`src/rtl/pp_1.sv`:
```
// Moore detector for the two-step handshake (x,y)=(1,0) then (0,1), producing a PULSE_LEN-cycle pulse on q.
// Optional saturating detection counter on det_count when PP_1_DET_COUNT_EN is defined.
module pp_1 #(
    parameter int unsigned PULSE_LEN = 1,
    parameter int unsigned CNT_W     = 8
) (
    input  logic             x,
    input  logic             y,
    input  logic             Rst,
    input  logic             Clk,
    output logic             q
`ifdef PP_1_DET_COUNT_EN
    ,
    output logic [CNT_W-1:0] det_count
`endif
);

    typedef enum logic [1:0] {
        IDLE   = 2'd0,
        GOT_X  = 2'd1,
        DETECT = 2'd2
    } state_e;

    localparam logic [7:0] PulseLoad = 8'(PULSE_LEN - 1);

    state_e     state_q, state_d;
    logic [7:0] pulseCnt_q, pulseCnt_d;
    logic       q_q;
    logic       reqPair;
    logic       ackPair;

    assign reqPair = x & ~y;
    assign ackPair = ~x & y;

    // The pulse counter holds the number of DETECT cycles still to come after the current one.
    always_comb begin
        state_d    = IDLE;
        pulseCnt_d = pulseCnt_q;
        case (state_q)
            IDLE: begin
                state_d = reqPair ? GOT_X : IDLE;
            end
            GOT_X: begin
                if (ackPair) begin
                    state_d    = DETECT;
                    pulseCnt_d = PulseLoad;
                end else if (reqPair) begin
                    state_d = GOT_X;
                end else begin
                    state_d = IDLE;
                end
            end
            DETECT: begin
                if (pulseCnt_q != 8'd0) begin
                    state_d    = DETECT;
                    pulseCnt_d = pulseCnt_q - 8'd1;
                end else begin
                    state_d = reqPair ? GOT_X : IDLE;
                end
            end
            default: begin
                state_d    = IDLE;
                pulseCnt_d = 8'd0;
            end
        endcase
    end

    always_ff @(posedge Clk) begin
        if (Rst) begin
            state_q    <= IDLE;
            pulseCnt_q <= 8'd0;
            q_q        <= 1'b0;
        end else begin
            state_q    <= state_d;
            pulseCnt_q <= pulseCnt_d;
            q_q        <= (state_d == DETECT);
        end
    end

    assign q = q_q;

`ifdef PP_1_DET_COUNT_EN
    logic [CNT_W-1:0] detCount_q;
    logic             detectEvent;

    assign detectEvent = (state_q == GOT_X) && ackPair;

    // Counts completed handshakes and sticks at all-ones instead of wrapping.
    always_ff @(posedge Clk) begin
        if (Rst) begin
            detCount_q <= '0;
        end else if (detectEvent && (detCount_q != {CNT_W{1'b1}})) begin
            detCount_q <= detCount_q + 1'b1;
        end
    end

    assign det_count = detCount_q;
`endif

endmodule

```
`config.mk`:
```
export PLATFORM = sky130hd
export DESIGN_NAME = pp_1
export DESIGN_NICKNAME = d
export VERILOG_FILES = /design/src/rtl/pp_1.sv
export SDC_FILE = /design/constraint.sdc
export NUM_CORES = 1
export LEC_CHECK = 0
export ABC_AREA = 1
export CAP_MARGIN = 20
export CORE_AREA = 2 2 39 41
export CTS_CLUSTER_DIAMETER = 50
export DETAILED_ROUTE_END_ITERATION = 6
export DIE_AREA = 0 0 41 43
export GPL_ROUTABILITY_DRIVEN = 1
export PLACE_DENSITY = 0.69
export SYNTH_ARGS = -nofsm -noshare
export SYNTH_HDL_FRONTEND = slang
export SYNTH_SLANG_ARGS = --single-unit
```
`constraint.sdc`:
```
create_clock -name Clk -period 2.5 [get_ports Clk]
set_input_delay 0.25 -clock Clk [delete_from_list [all_inputs] [get_ports Clk]]
set_output_delay 0.25 -clock Clk [all_outputs]
set_load 0.05 [all_outputs]
```
Word-level counts from Yosys, hierarchy flattened
Index checks and enable logic that the tools add are counted.

word-level totals
  word-level logic and storage cells = 24
  input port bits = 4
  bits in registers = 11
  output and inout bits = 1

operators by class
  add/subtract/negate cells = 1
  reductions and logical operators = 3
  mux-type cells = 7
  bitwise logic cells = 5
  equal/unequal tests = 5

operators with widths
  cell                   number
  $pmux W8 S3            1
  $mux W8                2
  $reduce_bool A8 Y1     1
  $sub A8 B1 Y8 const B  1
  $pmux W2 S3            1
  $eq A2 B2 Y1 const B   2
  $mux W2                2
  $ne A2 B2 Y1 const B   2
  $not A1 Y1             3
  $reduce_and A3 Y1      1
  $and A1 B1 Y1          2
  $eq A2 B1 Y1 const B   1
  $logic_not A2 Y1       1
  $mux W1                1

Depth between registers and ports, before layout
  depth in word-level cells = 6
  mapped depth = 10
  gate-level depth less buffers = 10

Worst setup path before layout
OpenSTA, ideal clock, no wires.

  path type = reg2reg
  from = register pulseCnt_q[0]
  to = register pulseCnt_q[6]
  period minus slack after synthesis = 1298 ps
  setup slack = 1202 ps
  arrival time = 1187 ps
  data required time = 2389 ps
  stages on the path, launching flop included = 10
  cells stage by stage = dfxtp_1 inv_1 ha_1 inv_2 nor2_4 nand3_4 nand2_4 nor2_1 nor2_1 nor2_1

on the way
  longest elaborated chain between the ends = 3
  elaborated cells between the ends (all ways) = 6
  classes of those cells = 1 x add/sub; 1 x eq/ne; 2 x mux; 2 x reduce/logical

ends and longest elaborated chain
  what                                                 line    RTL
  start, declared                                      27      logic [7:0] pulseCnt_q, pulseCnt_d;
  start signal, assigned                               75      pulseCnt_q <= pulseCnt_d;
  $sub A8 B1 Y8 or $reduce_bool A8 Y1 (tied branches)  56, 54
  $mux W8 or $ne A2 B2 Y1 (tied branches)              --
  $pmux W8 S3 or $reduce_and A3 Y1 (tied branches)     --

Parallel ways exist; a longest one is shown, timed or not. The select of a mux whose other input is x is not followed.
A chain may end at the register's enable or synchronous reset.

Worst setup path in the final report
  from = register q_q (netlist: q)
  to = output q

RTL lines
  what                    line  RTL
  start, declared         28    logic q_q;
  start signal, assigned  76    q_q <= (state_d == DETECT);
  end, declared           11    output logic q

No word-level cell between the ends.

==> impl_summary.txt <==
----------------------------------------------------
[STA]
  Layout Skew ... 2.27 ps
  RSZ-0062 raised after global routing ... false
  Final number of max-transition violations ... 0
  Final clock period utilization by the worst path ... 64.5%
  Number of setup violations in the final report ... 0
  Headroom to the max-slew limit ... 67.3%
  Least setup slack across all paths after layout ... 888 ps
  Worst slack on hold paths ... 461 ps
  Final Hold Vio Count ... 0
  Setup TNS ... 0 ps
  Transition time of the tightest slew-check pin ... 489 ps
  Period minus WS final ... 1610 ps
  Highest attainable clock frequency ... 620 MHz

[Setup path]
  Nature of the critical path endpoint ... output port
  Arrival time of the worst setup path ... 1360 ps
  Crit Reg-Reg Endpoint ... pulseCnt_q[6]
  Worst path buffer plus inverter count ... 1
  CP max-delay cell ... sky130_fd_sc_hd__clkdlybuf4s50_1
  Class of the most critical setup path ... register to output port
  Family with the most delay on the worst path ... buffers and inverters
  Worst path required time ... 2250 ps
  Cell Chain, Critical Path ... clkdlybuf4s50_1
  R2r startpoint ... pulseCnt_q[0]
  Setup slack on the worst flop-to-flop path ... 1010 ps
  Delay of the slowest cell on the worst path ... 790 ps
  Cell count of the worst reg-to-reg path ... 9
  Max Fanout on Critical Path ... 1
  Startpoint Class ... register

[Logic synthesis]
  Summed instance area of the synthesized netlist ... 646 µm²
  Count of yosys warnings during synthesis ... 0
  Distinct cell type count of the synthesized netlist ... 17
  Most area-hungry cell type in the Yosys netlist ... sky130_fd_sc_hd__dfxtp_1
  Share of the yosys chip area belonging to registers ... 34.1%
  Register bit count reported by yosys ... 11
  Syn_nets ... 103
  Largest cells by area after synthesis ... sky130_fd_sc_hd__dfxtp_1 34%, sky130_fd_sc_hd__nand2_1 13%, sky130_fd_sc_hd__nor2_1 9.3%
  Average cell area after synthesis ... 6.59 µm²
  Proportion of netlist area held by the largest area contributor ... 34.1%
  Post-Syn Instances ... 98

[Job]
  Total of max-cap violations ... 0

[Die]
  Core area ... 1380 µm²
  I/O pin count ... 5
  DIE HEIGHT ... 43 µm
  Starting density of the core ... 46.7%
  Width of the die ... 41 µm
  Total number of placement rows ... 14
  Area of the die ... 1760 µm²

[Placement]
  Setup slack at placement ... 978 ps
  Number of I/O port buffers ... 4
  Placed cell count ... 118
  Half-perimeter wire length after detailed placement ... 981 µm
  Final Wtd Congestion ... 0.828

[CTS]
  Number of buffers created by CTS ... 3
  Clock transition at the registers of the reported paths ... 70 ps
  Count of instances resized after the clock tree is built ... 0
  Quantity of hold-fixing buffers added after cts ... 0
  CTS Sinks ... 11
  TritonCTS clock tree ... done
  Number of levels in the clock H-tree ... 1
  Clock tree buffer depth ... 2
  Number of setup buffers added after CTS ... 0
  Clock latency at the later pin of the worst-skew pair ... 270 ps
  Cell chosen for the clock root ... sky130_fd_sc_hd__clkbuf_4

[Power and ir drop]
  Power share of the sequential group ... 53.2%
  IR Drop Worst-Case VDD ... 0.332 mV
  Switching part of the total ... 24.9%
  Pleak ... 0.353 nW
  Proportion of power drawn by combinational gates ... 10.3%
  Sw Pwr ... 0.0000836 W
  Cell internal pwr ... 0.000252 W
  Part of the total power dissipated in the clock network ... 36.5%
  Power per standard cell area ... 459 nW/µm²

[Route]
  Total via count after detailed routing ... 598
  Via density ... 4.90
  DRC violation total after the first TritonRoute iteration ... 14
  First drt pass iteration count ... 4
  Wire length per cell after detailed routing ... 10.6 µm
  Routed wire length ... 1290 µm
  Drt drc ... 0
  Post-DRT Antenna Nets ... 0

[Min path]
  Type of the most critical hold path ... register to register
  Worst Min Path Start ... state_q[1]
  Hold Path Stages ... 1
  Worst min-delay path endpoint ... state_q[0]

[Status]
  Result of the run ... finished, final reports clean

[Finish]
  Post-route non-filler standard cell count ... 122
  Share of final-layout standard cells stronger than drive strength 1 ... 17.0%
  Fin nets ... 112
  # fillers ... 142
  Synth-to-layout area growth ... 13.4%
  Diodes inserted ... 0

[Global route]
  GRT overflow ... 0
  Wire length of the first global-routing pass ... 2190 µm
  Via count of the first global-routing pass ... 510
  Total global routing track utilization ... 18.6%
  Initial antenna violation count ... 0
  Maximum number of pins on one net before global-route repair ... 10

----------------------------------------------------
[per-stage QoR]
stage          util (%)  cell area [µm²]  total power (W)
6_report           52.9              732         0.000336
5_1_grt            52.9              732         0.000351
4_1_cts            52.9              732         0.000336
3_5_place_dp       51.0              706         0.000217
3_3_place_gp       51.0              706         0.000217
2_1_floorplan         -              646         0.000206
[cells in the mapped netlist]
cell / n
sky130_fd_sc_hd__ha_1: 1
sky130_fd_sc_hd__dfxtp_1: 11
sky130_fd_sc_hd__xor2_1: 1
sky130_fd_sc_hd__inv_2: 5
sky130_fd_sc_hd__o21ai_0: 1
sky130_fd_sc_hd__nand2_1: 23
sky130_fd_sc_hd__nand2_4: 1
sky130_fd_sc_hd__nor2_1: 16
sky130_fd_sc_hd__a21oi_1: 7
sky130_fd_sc_hd__nand2_2: 5
sky130_fd_sc_hd__a211oi_1: 1
sky130_fd_sc_hd__nor2_2: 1
sky130_fd_sc_hd__inv_1: 11
sky130_fd_sc_hd__nand3_1: 6
sky130_fd_sc_hd__nor2_4: 2
sky130_fd_sc_hd__nand3_4: 1
sky130_fd_sc_hd__nand4_1: 5
[power by group through the flow]
stage | registers [W] | logic, W | clock network (W)
2_1_floorplan | 0.000184 | 0.0000218 | 0
3_3_place_gp | 0.000183 | 0.0000339 | 0
3_5_place_dp | 0.000183 | 0.0000344 | 0
4_1_cts | 0.000179 | 0.0000346 | 0.000123
5_1_grt | 0.000179 | 0.0000380 | 0.000134
6_report | 0.000179 | 0.0000346 | 0.000123
[flip-flops by register name, indices dropped and copies added, names as in the netlist]
signal / count
q: 1
pulseCnt_q: 8
state_q: 2
[cell usage in the layout, fill, tap and decap left out]
cell	netlist	layout
sky130_fd_sc_hd__a211oi_1	1	1
sky130_fd_sc_hd__clkdlybuf4s50_1	0	4
sky130_fd_sc_hd__nand2_2	5	5
sky130_fd_sc_hd__a21oi_1	7	7
sky130_fd_sc_hd__clkbuf_1	0	1
sky130_fd_sc_hd__dfxtp_1	11	11
sky130_fd_sc_hd__nand4_1	5	5
sky130_fd_sc_hd__clkbuf_4	0	3
sky130_fd_sc_hd__nor2_2	1	1
sky130_fd_sc_hd__nand3_4	1	1
sky130_fd_sc_hd__nor2_4	2	2
sky130_fd_sc_hd__inv_1	11	11
sky130_fd_sc_hd__nand3_1	6	6
sky130_fd_sc_hd__nand2_1	23	23
sky130_fd_sc_hd__o21ai_0	1	1
sky130_fd_sc_hd__nand2_4	1	1
sky130_fd_sc_hd__ha_1	1	1
sky130_fd_sc_hd__nor2_1	16	16
sky130_fd_sc_hd__inv_2	5	5
sky130_fd_sc_hd__xor2_1	1	1
[cell type report]
| type | instances | area (µm²) | share of cell area, % |
|---|---|---|---|
| tap | 16 | 20.0 | 2.74 |
| multi-input combinational | 71 | 365 | 49.9 |
| sequential | 11 | 220 | 30.1 |
| clock buffer | 4 | 26.3 | 3.59 |
| inverter | 16 | 60.1 | 8.21 |
| timing repair buffer | 4 | 40.0 | 5.47 |
[cells by family (layout without fill, tap and decap cells)]
group / count (synthesis) / after routing / share of synthesized area (%)
flops: 11 / 11 / 34.1
fa+ha+maj: 1 / 1 / 1.94
compound gates: 9 / 9 / 7.36
simple gates: 60 / 60 / 45.9
xor+xnor: 1 / 1 / 1.36
buf+inv: 16 / 24 / 9.30
[worst max-delay path by stage]
| stage | startpoint | end | depth (start not counted) |
|---|---|---|---|
| 2_1_floorplan | pulseCnt_q[0] | pulseCnt_q[6] | 9 |
| 3_3_place_gp | y | pulseCnt_q[1] | 10 |
| 3_5_place_dp | y | pulseCnt_q[1] | 10 |
| 4_1_cts | q | q | 1 |
| 5_1_grt | q | q | 1 |
| 6_report | q | q | 1 |
[metal layers]
| layer | share of wire (%) | routed length [µm] | GRT usage (%) |
|---|---|---|---|
| met5 | 0 | 0 | 0 |
| met2 | 43 | 553 | 24.1 |
| met1 | 51 | 653 | 27.2 |
| met3 | 3.8 | 49 | 4.71 |
| met4 | 2.6 | 34 | 10.0 |
Power figures use the tool's default switching activity.
